--- config.mk ---
export PLATFORM = sky130hd
export DESIGN_NAME = tlul_seq_host_flat
export DESIGN_NICKNAME = d
export VERILOG_FILES = /design/src/rtl/tlul_seq_host_if.sv /design/src/rtl/tlul_seq_host.sv /design/src/flat_wrapper.sv
export SDC_FILE = /design/constraint.sdc
export NUM_CORES = 1
export LEC_CHECK = 0
export CORE_MARGIN = 10
export CORE_UTILIZATION = 47
export CTS_BUF_LIST = sky130_fd_sc_hd__clkbuf_2 sky130_fd_sc_hd__clkbuf_4 sky130_fd_sc_hd__clkbuf_8
export DETAILED_ROUTE_END_ITERATION = 10
export PLACE_DENSITY = 0.92
export SLEW_MARGIN = 0
export SYNTH_ARGS = -nofsm -noshare
export SYNTH_HDL_FRONTEND = slang
export SYNTH_SLANG_ARGS = --single-unit
--- constraint.sdc ---
create_clock -name clk_i -period 5.5 [get_ports clk_i]
set_input_delay 1.1 -clock clk_i [delete_from_list [all_inputs] [get_ports clk_i]]
set_output_delay 1.1 -clock clk_i [all_outputs]
set_load 0.03 [all_outputs]
--- src/rtl/tlul_seq_host_if.sv ---
// Minimal TL-UL type package plus the host-side bus interface for tlul_seq_host.
// Optional build macro consumed by the engine: TLUL_SEQ_HOST_INTG_EN.
package tlul_pkg;
  typedef enum logic [2:0] {PutFullData = 3'h0, PutPartialData = 3'h1, Get = 3'h4} tl_a_op_e;
  typedef enum logic [2:0] {AccessAck = 3'h0, AccessAckData = 3'h1} tl_d_op_e;

  typedef struct packed {
    logic [3:0] instr_type;
    logic [6:0] cmd_intg;
    logic [6:0] data_intg;
  } tl_a_user_t;

  typedef struct packed {
    logic [6:0] rsp_intg;
    logic [6:0] data_intg;
  } tl_d_user_t;

  parameter tl_a_user_t TL_A_USER_DEFAULT = '{instr_type: 4'h9, cmd_intg: 7'h0, data_intg: 7'h0};

  typedef struct packed {
    logic        a_valid;
    tl_a_op_e    a_opcode;
    logic [2:0]  a_param;
    logic [1:0]  a_size;
    logic [7:0]  a_source;
    logic [31:0] a_address;
    logic [3:0]  a_mask;
    logic [31:0] a_data;
    tl_a_user_t  a_user;
    logic        d_ready;
  } tl_h2d_t;

  typedef struct packed {
    logic        d_valid;
    tl_d_op_e    d_opcode;
    logic [2:0]  d_param;
    logic [1:0]  d_size;
    logic [7:0]  d_source;
    logic        d_sink;
    logic [31:0] d_data;
    tl_d_user_t  d_user;
    logic        d_error;
    logic        a_ready;
  } tl_d2h_t;
endpackage

interface tlul_seq_host_if;
  import tlul_pkg::*;
  tl_h2d_t tl_o;
  tl_d2h_t tl_i;
  modport master (output tl_o, input tl_i);
  modport slave  (input tl_o, output tl_i);
endinterface

--- src/rtl/tlul_seq_host.sv ---
// Sequential TL-UL host: bursts Get/PutFullData over a word range with bounded outstanding.
// Define TLUL_SEQ_HOST_INTG_EN to generate a_user integrity and check D-channel integrity.
module tlul_seq_host
  import tlul_pkg::*;
#(
  parameter int MaxOutstanding = 2,
  parameter int CntW           = 16
) (
  input  logic            clk_i,
  input  logic            rst_ni,
  input  logic            start_i,
  input  logic            op_we_i,
  input  logic [31:0]     base_addr_i,
  input  logic [CntW-1:0] num_words_i,
  input  logic [31:0]     wdata_i,
  input  logic            wvalid_i,
  output logic            wready_o,
  output logic [31:0]     rdata_o,
  output logic            rvalid_o,
  input  logic            rready_i,
  output logic            busy_o,
  output logic            done_o,
  output logic            err_o,
  tlul_seq_host_if.master tl
);
  localparam int OutW = $clog2(MaxOutstanding + 1);
  localparam int SrcW = (MaxOutstanding > 1) ? $clog2(MaxOutstanding) : 1;

  typedef enum logic [1:0] {IDLE, ISSUE, DRAIN, FIN} state_e;

  state_e          state_q;
  logic            we_q, busy_q, done_q, err_q;
  logic [31:0]     addr_q;
  logic [CntW-1:0] cnt_q, issued_q, completed_q;
  logic [OutW-1:0] outst_q;
  logic [SrcW-1:0] a_src_q, d_src_q;

  logic    a_valid, a_fire, d_ready, d_fire, d_bad, intg_err;
  tl_h2d_t h2d;

  // a_valid never looks at a_ready; outstanding only drops, so once raised it holds until fire
  assign a_valid = (state_q == ISSUE) && (issued_q < cnt_q) &&
                   (outst_q < OutW'(MaxOutstanding)) && (!we_q || wvalid_i);
  assign a_fire  = a_valid && tl.tl_i.a_ready;
  assign d_ready = busy_q && (we_q || rready_i);
  assign d_fire  = tl.tl_i.d_valid && d_ready;
  assign d_bad   = tl.tl_i.d_error || intg_err ||
                   (tl.tl_i.d_opcode != (we_q ? AccessAck : AccessAckData)) ||
                   (tl.tl_i.d_source != 8'(d_src_q));

  always_comb begin
    h2d           = '0;
    h2d.a_valid   = a_valid;
    h2d.a_opcode  = we_q ? PutFullData : Get;
    h2d.a_param   = 3'd0;
    h2d.a_size    = 2'd2;
    h2d.a_source  = 8'(a_src_q);
    h2d.a_address = addr_q;
    h2d.a_mask    = 4'hF;
    h2d.a_data    = we_q ? wdata_i : 32'h0;
    h2d.a_user    = TL_A_USER_DEFAULT;
    h2d.d_ready   = d_ready;
  end

`ifdef TLUL_SEQ_HOST_INTG_EN
  tlul_cmd_intg_gen u_cmd_intg (.tl_i(h2d), .tl_o(tl.tl_o));
  tlul_rsp_intg_chk u_rsp_intg (.tl_i(tl.tl_i), .err_o(intg_err));
`else
  assign tl.tl_o   = h2d;
  assign intg_err  = 1'b0;
`endif

  assign wready_o = we_q && a_fire;
  assign rvalid_o = busy_q && !we_q && tl.tl_i.d_valid;
  assign rdata_o  = (busy_q && !we_q) ? tl.tl_i.d_data : 32'h0;
  assign busy_o   = busy_q;
  assign done_o   = done_q;
  assign err_o    = err_q;

  always_ff @(posedge clk_i or negedge rst_ni) begin
    if (!rst_ni) begin
      state_q     <= IDLE;
      we_q        <= 1'b0;
      busy_q      <= 1'b0;
      done_q      <= 1'b0;
      err_q       <= 1'b0;
      addr_q      <= '0;
      cnt_q       <= '0;
      issued_q    <= '0;
      completed_q <= '0;
      outst_q     <= '0;
      a_src_q     <= '0;
      d_src_q     <= '0;
    end else begin
      done_q <= 1'b0;
      if (a_fire) begin
        issued_q <= issued_q + CntW'(1);
        addr_q   <= addr_q + 32'd4;
        a_src_q  <= (a_src_q == SrcW'(MaxOutstanding - 1)) ? '0 : a_src_q + SrcW'(1);
      end
      if (d_fire) begin
        completed_q <= completed_q + CntW'(1);
        d_src_q     <= (d_src_q == SrcW'(MaxOutstanding - 1)) ? '0 : d_src_q + SrcW'(1);
        if (d_bad) err_q <= 1'b1;
      end
      if (a_fire && !d_fire)      outst_q <= outst_q + OutW'(1);
      else if (!a_fire && d_fire) outst_q <= outst_q - OutW'(1);

      case (state_q)
        IDLE: if (start_i) begin
          we_q        <= op_we_i;
          addr_q      <= base_addr_i & ~32'h3;
          cnt_q       <= num_words_i;
          issued_q    <= '0;
          completed_q <= '0;
          outst_q     <= '0;
          a_src_q     <= '0;
          d_src_q     <= '0;
          err_q       <= 1'b0;
          if (num_words_i == '0) begin
            state_q <= FIN;
          end else begin
            state_q <= ISSUE;
            busy_q  <= 1'b1;
          end
        end
        ISSUE: if (a_fire && (issued_q + CntW'(1) == cnt_q)) state_q <= DRAIN;
        DRAIN: if (d_fire && (completed_q + CntW'(1) == cnt_q)) begin
          state_q <= FIN;
          busy_q  <= 1'b0;
        end
        FIN: begin
          state_q <= IDLE;
          done_q  <= 1'b1;
        end
        default: state_q <= IDLE;
      endcase
    end
  end
endmodule
--- src/flat_wrapper.sv ---
// flat-port wrapper written by rule: the top's interface ports become plain ports
module tlul_seq_host_flat import tlul_pkg::*;
#(
  parameter int MaxOutstanding = 2,
  parameter int CntW           = 16
)
  (clk_i, rst_ni, start_i, op_we_i, base_addr_i, num_words_i, wdata_i, wvalid_i, wready_o, rdata_o, rvalid_o, rready_i, busy_o, done_o, err_o, tl_tl_o, tl_tl_i);
  tlul_seq_host_if tl_i ();
  input  logic clk_i;
  input  logic rst_ni;
  input  logic start_i;
  input  logic op_we_i;
  input  logic [31:0] base_addr_i;
  input  logic [CntW-1:0] num_words_i;
  input  logic [31:0] wdata_i;
  input  logic wvalid_i;
  output logic wready_o;
  output logic [31:0] rdata_o;
  output logic rvalid_o;
  input  logic rready_i;
  output logic busy_o;
  output logic done_o;
  output logic err_o;
  output wire logic [$bits(tl_i.tl_o)-1:0] tl_tl_o;
  input wire logic [$bits(tl_i.tl_i)-1:0] tl_tl_i;
  assign tl_tl_o = tl_i.tl_o;
  assign tl_i.tl_i = tl_tl_i;
  tlul_seq_host #(.MaxOutstanding(MaxOutstanding), .CntW(CntW)) u_core (.clk_i(clk_i), .rst_ni(rst_ni), .start_i(start_i), .op_we_i(op_we_i), .base_addr_i(base_addr_i), .num_words_i(num_words_i), .wdata_i(wdata_i), .wvalid_i(wvalid_i), .wready_o(wready_o), .rdata_o(rdata_o), .rvalid_o(rvalid_o), .rready_i(rready_i), .busy_o(busy_o), .done_o(done_o), .err_o(err_o), .tl(tl_i));
endmodule
# [Yosys cells after proc, flatten, opt, wreduce, memory -nomap -nowiden]
# Cells that the tools add are included.
[classes] reduce_logical=26 muxes=39 div=0 addsub=7 n_eq_ne=11 n_bitwise=0 n_shift=0 mul=0 n_lt_le_gt_ge=2
[ops] cell="$mux W32" n=5
[ops] cell="$mux W16" n=6
[ops] cell="$add A16 B1 Y16 const B" n=2
[ops] cell="$add A32 B3 Y32 const B" n=1
[ops] cell="$eq A16 B16 Y1" n=2
[ops] cell="$mux W1" n=17
[ops] cell="$logic_not A16 Y1" n=1
[ops] cell="$lt A16 B16 Y1" n=1
[ops] cell="$mux W2" n=8
[ops] cell="$logic_and A1 B1 Y1" n=13
[ops] cell="$ne A8 B1 Y1" n=1
[ops] cell="$pmux W2 S4" n=1
[ops] cell="$ne A2 B2 Y1 const B" n=3
[ops] cell="$eq A2 B2 Y1 const B" n=2
[ops] cell="$logic_or A1 B1 Y1" n=4
[ops] cell="$reduce_and A4 Y1" n=1
[ops] cell="$logic_not A1 Y1" n=3
[ops] cell="$mux W3" n=1
[ops] cell="$ne A3 B3 Y1" n=1
[ops] cell="$reduce_and A3 Y1" n=1
[ops] cell="$add A1 B1 Y1 const B" n=2
[ops] cell="$add A2 B1 Y2 const B" n=1
[ops] cell="$eq A2 B1 Y1 const B" n=1
[ops] cell="$logic_not A2 Y1" n=1
[ops] cell="6 further kinds" n=6
[word_totals] inputBits=152 register_bits=90 mem_bits_rw=0 latch_bits=0 n_memories=0 rom_bits=0

# [Depth between registers and ports, before layout]
# Gate-level depths: netlist of the first run.
[depth] word_depth=11 mapped_depth=12 depth_no_buf=10

# [Least setup slack after synthesis of the first run]
# Ideal clock, no wire load.
[synth_path] path_type="input port to output port" startpoint="in wvalid_i" endpoint="out wready_o" path_buffers=2 arrival_ns=2.341 required_time_ns=4.400 cell_stages=6 slack_ns=2.059 path_cell_list="o211ai_1 nor3b_1 and3_1 buf_2 buf_2 and2_1"
[synth_between] elab_chain_len=4
[synth_lines] item="start, declared" line="flat_wrapper.sv:16" text="input logic wvalid_i;"
[synth_lines] item="$logic_or A1 B1 Y1" line="tlul_seq_host.sv:43" text="(outst_q < OutW'(MaxOutstanding)) && (!we_q || wvalid_i);"
[synth_lines] item="$logic_and A1 B1 Y1" line="tlul_seq_host.sv:43"
[synth_lines] item="$logic_and A1 B1 Y1" line="tlul_seq_host.sv:44" text="assign a_fire = a_valid && tl.tl_i.a_ready;"
[synth_lines] item="$logic_and A1 B1 Y1" line="tlul_seq_host.sv:73" text="assign wready_o = we_q && a_fire;"
[synth_lines] item="end, declared" line="flat_wrapper.sv:17" text="output logic wready_o;"
# Every way passes these cells.

# [Final worst setup path of the first run]
[layout_path] startpoint="reg u_core.cnt_q[5]" endpoint="out wready_o"
[layout_between] elab_chain_len=6
[layout_lines] item="start, declared" line="tlul_seq_host.sv:34" text="logic [CntW-1:0] cnt_q, issued_q, completed_q;"
[layout_lines] item="start signal, assigned" line="tlul_seq_host.sv:113" text="cnt_q <= num_words_i;"
[layout_lines] item="$lt A16 B16 Y1" line="tlul_seq_host.sv:42" text="assign a_valid = (state_q == ISSUE) && (issued_q < cnt_q) &&"
[layout_lines] item="$logic_and A1 B1 Y1 (2 in series)" line="tlul_seq_host.sv:42"
[layout_lines] item="$logic_and A1 B1 Y1" line="tlul_seq_host.sv:43"
[layout_lines] item="$logic_and A1 B1 Y1" line="tlul_seq_host.sv:44"
[layout_lines] item="$logic_and A1 B1 Y1" line="tlul_seq_host.sv:73"
# Every way passes these cells.

==> results summary, run 1 <==
The run finished with clean final reports. The time the worst path needs with I/O delays and setup came out at around 4000 ps. Among all stages on the critical path, the largest delay is contributed by clkdlybuf4s50_1. The number of nets in the layout came out at around 1200. The final layout contains routed wiring with a total length of between 20000 and 25000 um. The number of gates given a new drive strength after cts came out at 0. The upper clock frequency limit is about 0.25 GHz. Once the floorplan was initialized, standard cells occupied around half of the core. The analysis attributes to cell leakage a power of around 3.6 nW. The overflow left after global routing is 0. Registers take about 2200 um^2.

Net switching is 47.2% of the power. The fraction of the core area covered by cells at the end of the flow is between 60% and 70%. In this design, the largest share of critical-path delay is due to buffers and inverters. The path class of the tightest hold or removal check is register to register.

The share of post-route cells with drive strength above 1 came out at about 3.3%. The routed via count divided by cell count came out at between 5 and 6. The estimated wirelength of the detail-placed design came out at ~17000 um. The worst register-to-register path begins at u_core.cnt_q[5].

The critical path's largest stage delay is 700 ps. The area of combinational cells with multiple inputs is 3740 um^2. Setup repair after global routing left no endpoint under its margin. The first detailed-routing pass took 6 iterations. The power per standard cell area came out at around 440 nW/um^2.

The final-report setup violation count is 0. STA puts the critical path data arrival time at about 2900 ps. After routing, the total negative slack on setup checks comes to 0 ps.

a little under 300 I/O pins were placed. The area of the die came out at between 15000 and 20000 um^2. The worst hold path begins at u_core.err_o. The DRC violation count after routing is 0. For the worst-skew pair, the clock arrives at the later sink with an insertion delay of ~360 ps. The total via count after detailed routing is ~6000. Of the available clock period, the critical path in the final layout requires around three quarters. The x dimension of the die is between 100 and 150 um.

The number of core rows came out at 42. The average footprint of a synthesized cell came out at between 8 and 9 um^2. The number of pins exceeding their max-slew limit in the final report is 0.

The number of antenna violations at the first check in global routing came out at 1. Along the worst path, the maximum fanout reaches 6. In this run the tightest slew margin relative to its limit is 38.2%. The part of the Yosys area used for sequential elements came out at between 30% and 40%.

The proportion of synthesized flip-flops having asynchronous set or reset is 100%. The final cell count without fillers came out at 1160. The number of clock sinks came out at 88. The number of placed instances, taps included, is approximately 1100. The sum of buffers and inverters on the critical path came out at 2.

Clock skew on the completed layout was measured at about 11 ps. The die extent in y is between 100 and 150 um. Tracing the worst setup path back leads to its startpoint at u_core.cnt_q[5].

The count of final hold-check violations was 0. The count of distinct cell types in the synthesized netlist is between 40 and 50. The buffer type at the clock tree root is clkbuf_8. The tool flagged a number of max-cap violations equal to 0. The flip-flop cell with the highest count after synthesis is dfrtp_1. Clock tree synthesis inserted a total of 9 buffers. The layout overhead on the synthesized area came out at 38.6%. The Yosys step of the flow raised 0 warnings. In this run the post-CTS setup repair buffer count came out at 0. The part of the power in registers is between 20 and 30%. The largest net degree at the start of global routing is slightly below 100. In this run, the number of DRC markers left after iteration 0 of detailed routing was 480. The critical path endpoint category is an output port. At the pin with the least slew margin, the transition time is between 900 and 1000 ps. Global routing used a little over a fifth of the available tracks. In this run the number of H-tree levels came out at 3. The combinational cell fraction of total power is between 50% and 60%. The first global-routing pass estimated slightly above 30000 um of wire. Clock-pin slew was measured on the worst setup and hold paths at 90 ps. The post-route antenna net violation count is 0. After detailed routing, the average wire length per cell comes to ~18 um. The critical path goes through inv_1 > ha_1 > a21oi_1 > o21ai_0 > a22oi_1 > and3_1 > and2_1 > clkdlybuf4s50_1. The port buffer count is 232.

In the synthesized netlist, the number of instances is ~770. The net switching power figure came out at between 1.5 and 2 mW. The internal power came out at 2.06 mW. The maximum vdd drop came out at 369 uV. The number of synthesized register bits came out at 88. The via count of the first global-routing pass is 5808. The required time of the critical path is roughly 4400 ps. The number of buffers added to fix hold violations after cts is 0. In this run, the clock network consumes 12.0% of the power.

The area of the core came out at approximately 13000 um^2. The clock tree buffer depth came out at 2. The number of enable flip-flop cells after synthesis came out at 0.

The critical path launch point type is a register. TritonCTS built the clock tree. The count of fill cells added during filler insertion is approximately 1100.

The worst setup path is of the register to output port kind. The post-synthesis cell area is 6380 um^2. Routability-driven placement finished with a final weighted congestion of ~0.95.
cells in the mapped netlist (all sizes together) (2+ instances only):
cell,n,area (um^2)
or3,3,18.8
clkbuf,27,101
conb,2,7.51
nand2,88,333
nand2b,3,18.8
a21oi,17,88.8
inv,31,116
o21ai,54,270
dfrtp,88,2200
nor4,20,138
and3,16,100
mux2i,8,80.1
nand3,23,125
nand4,25,156
nor2b,2,12.5
and2,70,438
buf,51,357
a31oi,2,12.5
ha,24,300
nor2,66,248
a22oi,4,30.0
nor3,13,65.1
xnor2,58,508
xor2,49,429
o31ai,3,22.5
a211oi,3,22.5
o211ai,2,15.0
nor3b,6,45.0
through the flow:
stage / instance area, um^2 / power [mW] / hold WS, ps / setup WS [ps]
detailed placement: 8640 / 3.43 / 510 / 1470
finish: 8840 / 3.89 / 518 / 1470
global placement: 8640 / 3.35 / 504 / 1470
global route: 8840 / 4.12 / 565 / 1340
floorplan: 6510 / 2.54 / 489 / 2060
CTS: 8840 / 3.90 / 524 / 1470
final cells by class:
cell class / count / share of cell area (%)
Inverter: 31 / 1.32
Timing Repair Buffer: 237 / 26.7
Antenna cell: 2 / 0.0566
Multi-Input combinational cell: 610 / 42.3
Clock buffer: 10 / 1.56
Sequential cell: 88 / 24.9
Clock inverter: 6 / 0.736
Tap cell: 176 / 2.49
worst reg2reg max path, stage by stage, from the launching register on:
cell and delay [ps]:
dfrtp_1 480, inv_1 100, ha_1 300, a21oi_1 200
o21ai_0 130, a22oi_1 310, and3_1 240, buf_4 330
nand3_1 400, nor4_1 470, xnor2_1 170, o21ai_1 70
state kept, by name, summed over array words and instances (netlist names):
register            flops
u_core.busy_o           1
u_core.cnt_q           16
u_core.err_o            1
u_core.state_q          2
u_core.addr_q          30
u_core.outst_q          2
u_core.a_src_q          1
u_core.d_src_q          1
u_core.issued_q        16
u_core.completed_q     16
u_core.we_q             1
u_core.done_o           1
power by group through the flow:
| stage | Combinational [mW] | Sequential, mW | Clock [mW] |
|---|---|---|---|
| after floorplan | 1.28 | 1.26 | 0 |
| after global placement | 2.25 | 1.10 | 0 |
| after detailed placement | 2.31 | 1.12 | 0 |
| after CTS | 2.32 | 1.11 | 0.473 |
| after global routing | 2.48 | 1.14 | 0.501 |
| final | 2.31 | 1.12 | 0.469 |
metal layers:
metal,global-route usage (%),routed length [um],vias up
met5,0,0,-
met4,7.28,523,0
met3,4.66,1680,39
met2,37.8,10800,299
met1,23.5,7970,2873
li1,-,-,2900
cell families after synthesis:
logic type | Yosys count | synth area share [%]
and+or+nand+nor | 340 | 27.2
buffers and inverters | 109 | 9.00
xor gates and xnor gates | 107 | 14.7
AOI/OAI and AO/OA | 93 | 8.47
DFF | 88 | 34.5
adders and majority gates | 24 | 4.71
muxes | 8 | 1.26
other | 2 | 0.118
cell usage in the layout, fill, tap and decap left out, types with 4 or more instances in the layout:
cell | synthesis | final
a21oi_1 | 16 | 16
a22oi_1 | 4 | 4
and2_1 | 70 | 69
and3_1 | 16 | 16
buf_4 | 41 | 6
clkbuf_8 | 0 | 10
clkdlybuf4s50_1 | 0 | 231
conb_1 | 2 | 38
dfrtp_1 | 88 | 88
ha_1 | 24 | 24
inv_1 | 30 | 30
mux2i_1 | 8 | 8
nand2_1 | 87 | 87
nand3_1 | 21 | 21
nand4_1 | 25 | 25
nor2_1 | 66 | 66
nor3_1 | 13 | 13
nor3b_1 | 6 | 6
nor4_1 | 18 | 18
o21ai_0 | 48 | 48
o21ai_1 | 6 | 6
xnor2_1 | 58 | 58
xor2_1 | 49 | 49
final timing paths:
path	to	slack (ps)	cells after the start
min in group asynchronous	u_core.addr_q[17]	620	1
worst min register to register	u_core.err_o	520	2
worst min-delay path	u_core.err_o	520	2
worst max-delay path	wready_o	1470	8
max in group asynchronous	u_core.completed_q[7]	3770	2
worst max register to register	u_core.addr_q[22]	2160	11
No activity file was read; power rests on OpenSTA's default activity.
==> inputs of run 2 (changes only) <==
--- a/config.mk
+++ b/config.mk
@@ -6,10 +6,10 @@
 export NUM_CORES = 1
 export LEC_CHECK = 0
 export CORE_MARGIN = 10
-export CORE_UTILIZATION = 47
+export CORE_UTILIZATION = 43
 export CTS_BUF_LIST = sky130_fd_sc_hd__clkbuf_2 sky130_fd_sc_hd__clkbuf_4 sky130_fd_sc_hd__clkbuf_8
 export DETAILED_ROUTE_END_ITERATION = 10
-export PLACE_DENSITY = 0.92
+export PLACE_DENSITY = 0.85
 export SLEW_MARGIN = 0
 export SYNTH_ARGS = -nofsm -noshare
 export SYNTH_HDL_FRONTEND = slang
==> constraint.sdc (replaced) <==
create_clock -name clk_i -period 4.1 [get_ports clk_i]
set_input_delay 0.82 -clock clk_i [delete_from_list [all_inputs] [get_ports clk_i]]
set_output_delay 0.82 -clock clk_i [all_outputs]
set_load 0.03 [all_outputs]
==> run 2 against run 1 <==
  * Combinational power up 33%
  * Via count down 2.8%
  * Count of clock-buffer cells in the layout rose by 1
  * Setup slack lost 970 ps
  * Flip-flop and latch count unchanged
  * Utilization down 5.6 points
  * Clock power increased by 43%
  * Global-route usage down 1.4 points
  * Critical path type unchanged
  * Critical endpoint is now tl_tl_o[103]
==> results summary, run 2 (synthesized netlist as in run 1, its figures left out) <==
The critical path's largest stage delay came out at 750 ps (+50 ps). The count of final hold-check violations is 0 (unchanged). The initial standard-cell utilization of the core is 43.9% (-4.3 points). The time the worst path needs with I/O delays and setup came out at between 3000 and 4000 ps.

The worst setup path is of the register to output port kind. The internal power came out at 2.83 mW (+37%). The run finished with clean final reports. The clock slew seen by the registers of the worst setup and hold paths is 90 ps (about the same). The static leakage came out at 3.66 nW (+0.50%).

The part of the power in registers is 28.5% (-0.2 points). The via count of the first global-routing pass is 5741 (-1.2%). The routed via count divided by cell count is 5.08 (-3.6%). The total placed instance area came out at 8660 um^2 (+0.26%). The final-report setup violation count is 0 (unchanged).

The area of the die is 20100 um^2 (+7.9%). The relative slew slack is 37.9% (-0.26 points). The DRC violation count after routing is 0 (unchanged). The DRC marker count from the first detailed-route iteration is 305 (-36%). The combinational cell fraction of total power is 58.6% (-0.7 points).

u_core.addr_q holds more flip-flops than any other register. The clock tree skew after final layout came to 8.59 ps (-2.46 ps). The cell area after layout came out at 8890 um^2 (+0.51%). The number of buffers added to fix hold violations after cts is 0 (unchanged).

The largest net degree at the start of global routing was 74 (-25%). Walking the worst path, the cells encountered are inv_1 > ha_1 > a21oi_1 > o21ai_0 > a22oi_1 > nand2_1 > nor3_1 > clkdlybuf4s50_1. The slew of the pin with the lowest slew margin came out at 931 ps (+3.87 ps).

The hold slack came out at 529 ps (+11.5 ps). The global routing met2 resource utilization is 34.0% (-3.8 points). The power per standard cell area is 591 nW/um^2 (+34%). The data arrival time of the worst path is 2790 ps (-140 ps).

The number of gates given a new drive strength after cts came out at 0 (unchanged). The post-route antenna net violation count is 0 (unchanged). The layout overhead on the synthesized area came out at 39.3%.

The total global routing track utilization came to 19.5% (-1.4 points). The routing usage on met3 came out at 4.54% (-0.12 points). The clock share of power came to 12.8% (+0.8 points). TritonCTS built the clock tree. The global-route wire length before repair was 31600 um (+1.5%). The busiest metal layer after global routing is met2.

The clock tree buffer depth is 2 (unchanged). The number of iterations in the first detailed-routing pass came to 5 (-1). The share of post-route cells with drive strength above 1 is 3.56% (+0.30 points). In the layout the commonest cells are 230 x clkdlybuf4s50_1, 88 x dfrtp_1, 87 x nand2_1. The tree is rooted in a clkbuf_8. The number of clock sinks is 88 (unchanged). The upper clock frequency limit came out at approximately 0.28 GHz. The worst setup path is launched from a register. The final cell count without fillers came out at 1170 (+0.86%). The overflow left after global routing is 0 (unchanged). The critical path's slowest cell is clkdlybuf4s50_1. The number of pins exceeding their max-slew limit in the final report came out at 0 (unchanged). The area of the core was 14500 um^2 (+9.8%). The library cell used most frequently in the layout, excluding fill and tap cells, is clkdlybuf4s50_1.

The total I/O pin count came out at 293 (unchanged). The sum of buffers and inverters on the critical path is 2 (unchanged). The number of core rows was 44 (+4.8%).

The number of post-CTS setup repair buffers came out at 0 (unchanged). Grouping stages by cell kind, the critical path spends the most delay in buffers and inverters. The clock latency on the worst-skew pair is 350 ps (about the same). The number of antenna violations at the first check in global routing is 1 (unchanged). The wire length reported by the detailed router came out at 20500 um (-2.4%). The x dimension of the die is 142 um (+3.9%). The average wire per cell in the routed design came out at 17.5 um (-3.2%). The net switching power figure came out at 2.43 mW (+32%).

The worst setup path is captured at an output port. The fraction of the core area covered by cells at the end of the flow came out at 61.2% (-5.6 points). The flip-flop count of the largest register, all copies and words added is 30 (unchanged). The top fanout value on the critical path came out at 4 (-2). The final setup TNS was 0 ps (unchanged). The worst path uses roughly 88% of the clock period. The die extent in y came out at 142 um (+3.9%). The met1 capacity usage during global routing came to 22.6% (-0.88 points). The last weighted congestion value of the routability-driven placer came out at 0.885 (-7.3%). The estimated wirelength of the detail-placed design is 16600 um (-2.0%). The path class of the lowest-slack min-delay path is register to register. Setup repair after global routing left no endpoint under its margin.

The maximum level of the CTS H-tree came out at 3 (unchanged). The port buffer count came out at 232 (unchanged). The number of max-capacitance violations reported is 0 (unchanged). The switching part of the total power came to 46.2% (-0.98 points). The number of nets in the layout is 1155 (+0.17%). The total via count after detailed routing came out at 5939 (-2.8%).

The number of clock buffers inserted by TritonCTS is 9 (unchanged). The required time of the critical path came out at 3280 ps (-1120 ps). The maximum vdd drop is 340 uV (-8.1%). The cell count after placement is 1152 (+0.88%).
## run 2: final timing paths
| check | start | end | slack [ps] | cells after the start |
|---|---|---|---|---|
| max in group asynchronous | rst_ni | u_core.completed_q[14] | 2710 | 2 |
| max reg2reg | u_core.cnt_q[9] | u_core.addr_q[20] | 940 | 10 |
| min reg2reg | u_core.err_o | u_core.err_o | 530 | 2 |
| max | u_core.cnt_q[9] | tl_tl_o[103] | 490 | 8 |
| min in group asynchronous | rst_ni | u_core.addr_q[17] | 590 | 1 |
| min | u_core.err_o | u_core.err_o | 530 | 2 |
## run 2: metrics by stage
step                      total power [mW]  setup slack (ps)
after floorplan                       3.41              1060
after global placement                4.52               768
after detailed placement              4.59               751
after CTS                             5.29               463
after global routing                  5.61               194
final                                 5.25               494
## run 2: power by group through the flow
stage / combinational, mW / sequential (mW) / clock, mW
after CTS: 3.11 / 1.49 / 0.692
after floorplan: 1.72 / 1.70 / 0
after global placement: 3.02 / 1.49 / 0
after detailed placement: 3.08 / 1.51 / 0
final: 3.08 / 1.50 / 0.673
after global routing: 3.34 / 1.54 / 0.730
## run 2: tightest hold or removal path: cells and delay by family, from the launching register on
kind | cells | cell delay, ps
buf+inv | 1 | 50
compound gates | 1 | 60
flops | 1 | 390
## run 2: layer usage
layer | wire [um] | vias up
li1 | - | 2914
met1 | 8030 | 2746
met2 | 10400 | 244
met3 | 1370 | 35
met4 | 666 | 0
met5 | 0 | -
## run 2: area by class of cell
type                            count  area (um^2)
Antenna cell                        2         5.00
Clock buffer                       11          145
Clock inverter                      5         80.1
Fill cell                        1281         5650
Inverter                           31          116
Multi-Input combinational cell    610         3740
Sequential cell                    88         2200
Tap cell                          184          230
Timing Repair Buffer              239         2370
==> inputs of run 3 (changes only) <==
--- a/config.mk
+++ b/config.mk
@@ -6,10 +6,11 @@
 export NUM_CORES = 1
 export LEC_CHECK = 0
 export CORE_MARGIN = 10
-export CORE_UTILIZATION = 43
+export CORE_UTILIZATION = 50
 export CTS_BUF_LIST = sky130_fd_sc_hd__clkbuf_2 sky130_fd_sc_hd__clkbuf_4 sky130_fd_sc_hd__clkbuf_8
 export DETAILED_ROUTE_END_ITERATION = 10
-export PLACE_DENSITY = 0.85
+export DONT_BUFFER_PORTS = 1
+export PLACE_DENSITY = 0.67
 export SLEW_MARGIN = 0
 export SYNTH_ARGS = -nofsm -noshare
 export SYNTH_HDL_FRONTEND = slang
==> run 3 against run 2 <==
  * Utilization is 9.3 points lower
  * Cell area is 27% lower
  * Combinational power is 37% lower
  * Clock power is 8.6% lower
  * Register-to-register slack worse by 100 ps
  * Non-clock buffer count is 233 lower
  * Worst hold slack worse by 400 ps
  * Largest power group unchanged
  * Die area is 12% lower
  * Sequential share of layout area is 9.0 points higher
  * Critical path depth is 2 lower
  * Flip-flop and latch count stayed put
==> results summary, run 3 (synthesized netlist as in run 1, its figures left out) <==
The run finished with clean final reports. The share of post-route cells with drive strength above 1 came out at 4.53% (+0.97 points). The port buffer count came to 0 (-100%).

The via count of the first global-routing pass was 5151 (-10%). The number of clock buffers inserted by TritonCTS is 9 (unchanged). The clock tree buffer depth is 2 (unchanged). The area of combinational cells with multiple inputs is 3740 um^2 (+0.10%).

The maximum vdd drop is 378 uV (+11%). The layout overhead on the synthesized area is 2.16%. The switching part of the total power is 52.8% (+6.6 points).

The total I/O pin count came out at 293 (unchanged). The flip-flop count of the largest register, all copies and words added was 30 (unchanged). The part of the power in registers is 41.8% (+13 points). The data arrival time of the worst path came to 2880 ps (+90 ps). The number of antenna violations at the first check in global routing is 2 (+1).

The clock share of power is 14.0% (+1.2 points). The path class of the lowest-slack min-delay path is primary input to asynchronous set/reset pin. The top fanout value on the critical path came out at 17 (+13). The upper clock frequency limit came out at 0.270 GHz (-2.6%). The required time of the critical path came out at 3280 ps (about the same). The post-route antenna net violation count came out at 0 (unchanged). The final setup TNS is 0 ps (unchanged). The combinational cell fraction of total power is 44.2% (-14 points).

The final-report setup violation count is 0 (unchanged). The wire length reported by the detailed router came out at 18800 um (-8.0%). The count of fill cells added during filler insertion came out at 1188 (-7.3%). The number of core rows is 41 (-6.8%). The count of inserted antenna diode cells came to 0 (-2). The number of pins exceeding their max-slew limit in the final report is 0 (unchanged). The clock slew seen by the registers of the worst setup and hold paths is 100 ps (about the same). The number of nets in the layout is 922 (-20%). TritonCTS built the clock tree. The number of max-capacitance violations reported is 0 (unchanged).

The share of the cycle needed by the critical path after routing came out at 90.3% (+2.4 points). The total length of routed met3 wires is 2380 um (+74%). The register name with the most flops is u_core.addr_q.

The maximum level of the CTS H-tree is 3 (unchanged). The routed length on met2 is 8590 um (-17%). The relative slew slack is 48.8% (+11 points). STA classifies the critical path startpoint as a register. The topmost layer with routed signal wires is met5. The internal power was 2.07 mW (-27%).

The average wire per cell in the routed design came out at 20.4 um (+17%). The number of iterations in the first detailed-routing pass came out at 5 (unchanged). The root buffer cell chosen for the clock tree is clkbuf_8. Setup repair after global routing left no endpoint under its margin. The net switching power figure came out at 2.32 mW (-4.4%). The last weighted congestion value of the routability-driven placer came out at 0.903 (+2.1%). The routed via count divided by cell count is 5.59 (+10%).

The reg-to-reg setup timing slack came out at 840 ps (-100 ps). The clock tree skew after final layout is 12.2 ps (+3.61 ps). The final worst slack is 396 ps (-97.4 ps).

The slew of the pin with the lowest slew margin came to 767 ps (-164 ps). The classification of the worst setup path is register to output port. The library cell used most frequently in the layout, excluding fill and tap cells, is dfrtp_1. The number of clock sinks is 88 (unchanged). The routed length on met1 is 7670 um (-4.4%). The DRC marker count from the first detailed-route iteration came to 355 (+16%). The count of final hold-check violations is 0 (unchanged). The power per standard cell area came out at 674 nW/um^2 (+14%).

The estimated wirelength of the detail-placed design is 15000 um (-9.5%). The total via count after detailed routing is 5163 (-13%). The x dimension of the die came out at 133 um (-6.2%). The post-place setup slack came to 561 ps (-191 ps). The die extent in y came out at 133 um (-6.2%). The global-route wire length before repair came out at 29400 um (-6.7%). The overflow left after global routing was 0 (unchanged). STA classifies the critical path endpoint as an output port. The initial standard-cell utilization of the core is 50.8% (+6.9 points). The area of the die came out at 17700 um^2 (-12%). The DRC violation count after routing came out at 0 (unchanged). In the layout the commonest cells are 88 x dfrtp_1, 87 x nand2_1, 69 x and2_1. The total global routing track utilization came out at 20.4% (+0.91 points). The time the worst path needs with I/O delays and setup is 3700 ps (+97.4 ps). The area of the core came out at 12600 um^2 (-14%). The clock latency on the worst-skew pair is 380 ps (+30 ps).

The static leakage is 2.76 nW (-25%). The largest net degree at the start of global routing is 89 (+20%). The number of cells on the worst reg-to-reg path came to 9 (-1). The combined flip-flop and latch cell area is 2200 um^2 (unchanged).
==> run 3: cell types whose count changed in the layout (fill, tap and decap cells not counted) <==
cell / delta
and3_1: -1
and3_2: +1
buf_4: -3
bufinv_16: -1
clkbuf_4: -1
clkbuf_8: -1
clkdlybuf4s50_1: -230
clkinv_2: +2
clkinv_4: +1
clkinvlp_4: -1
diode_2: -2
inv_6: +1
nor2_1: -1
nor2_2: +1
==> run 3: power by group through the flow <==
| stage | Sequential [mW] | Clock [mW] | Combinational, mW |
|---|---|---|---|
| floorplan | 1.70 | 0 | 1.72 |
| global placement | 1.84 | 0 | 1.87 |
| detailed placement | 1.85 | 0 | 1.93 |
| CTS | 1.84 | 0.634 | 1.94 |
| global route | 1.89 | 0.677 | 2.14 |
| finish | 1.84 | 0.615 | 1.94 |
==> run 3: worst max-delay path: stages, from the launching register on <==
cell and delay, ps:
dfrtp_1 490, ha_1 360, a211oi_1 340, nor2_1 180, nor3b_1 260, and3_2 490
and2_1 380
==> run 3: metrics by stage <==
| step | instances | total power [mW] | utilization (%) | hold slack [ps] | area (um^2) |
|---|---|---|---|---|---|
| finish | 923 | 4.39 | 51.8 | 130 | 6520 |
| floorplan | 807 | 3.41 | - | 489 | 6510 |
| global route | 923 | 4.71 | 51.8 | 89.1 | 6520 |
| CTS | 923 | 4.41 | 51.8 | 110 | 6510 |
| detailed placement | 907 | 3.79 | 50.3 | 529 | 6320 |
| global placement | 907 | 3.72 | 50.3 | 530 | 6320 |
==> run 3: final cells by class <==
cell class / count / area share (%)
Timing Repair Buffer: 6 / 0.691
Multi-Input combinational cell: 610 / 57.5
Clock buffer: 9 / 1.90
Sequential cell: 88 / 33.8
Tap cell: 172 / 3.30
Inverter: 31 / 1.79
Clock inverter: 7 / 1.08
==> run 3: what timing repair did <==
item | CTS | global route
resized for setup | 0 | 1
setup endpoints to repair | 0 | 1
buffers inserted | 0 | 0
hold buffers | 0 | 0
==> run 3: routing by layer <==
metal / GRT usage, % / vias to the layer above
li1: - / 2442
met1: 25.9 / 2455
met2: 30.7 / 248
met3: 10.1 / 16
met4: 3.85 / 2
met5: 0 / -
==> run 3: path summary, 6_finish.rpt <==
| path | to | start |
|---|---|---|
| worst min-delay path | u_core.completed_q[5] | rst_ni |
| worst min register to register | u_core.outst_q[1] | u_core.outst_q[1] |
| max in group asynchronous | u_core.addr_q[9] | rst_ni |
| worst max-delay path | wready_o | u_core.issued_q[13] |
| min in group clk_i | u_core.cnt_q[0] | num_words_i[0] |
| worst max register to register | u_core.addr_q[22] | u_core.issued_q[13] |
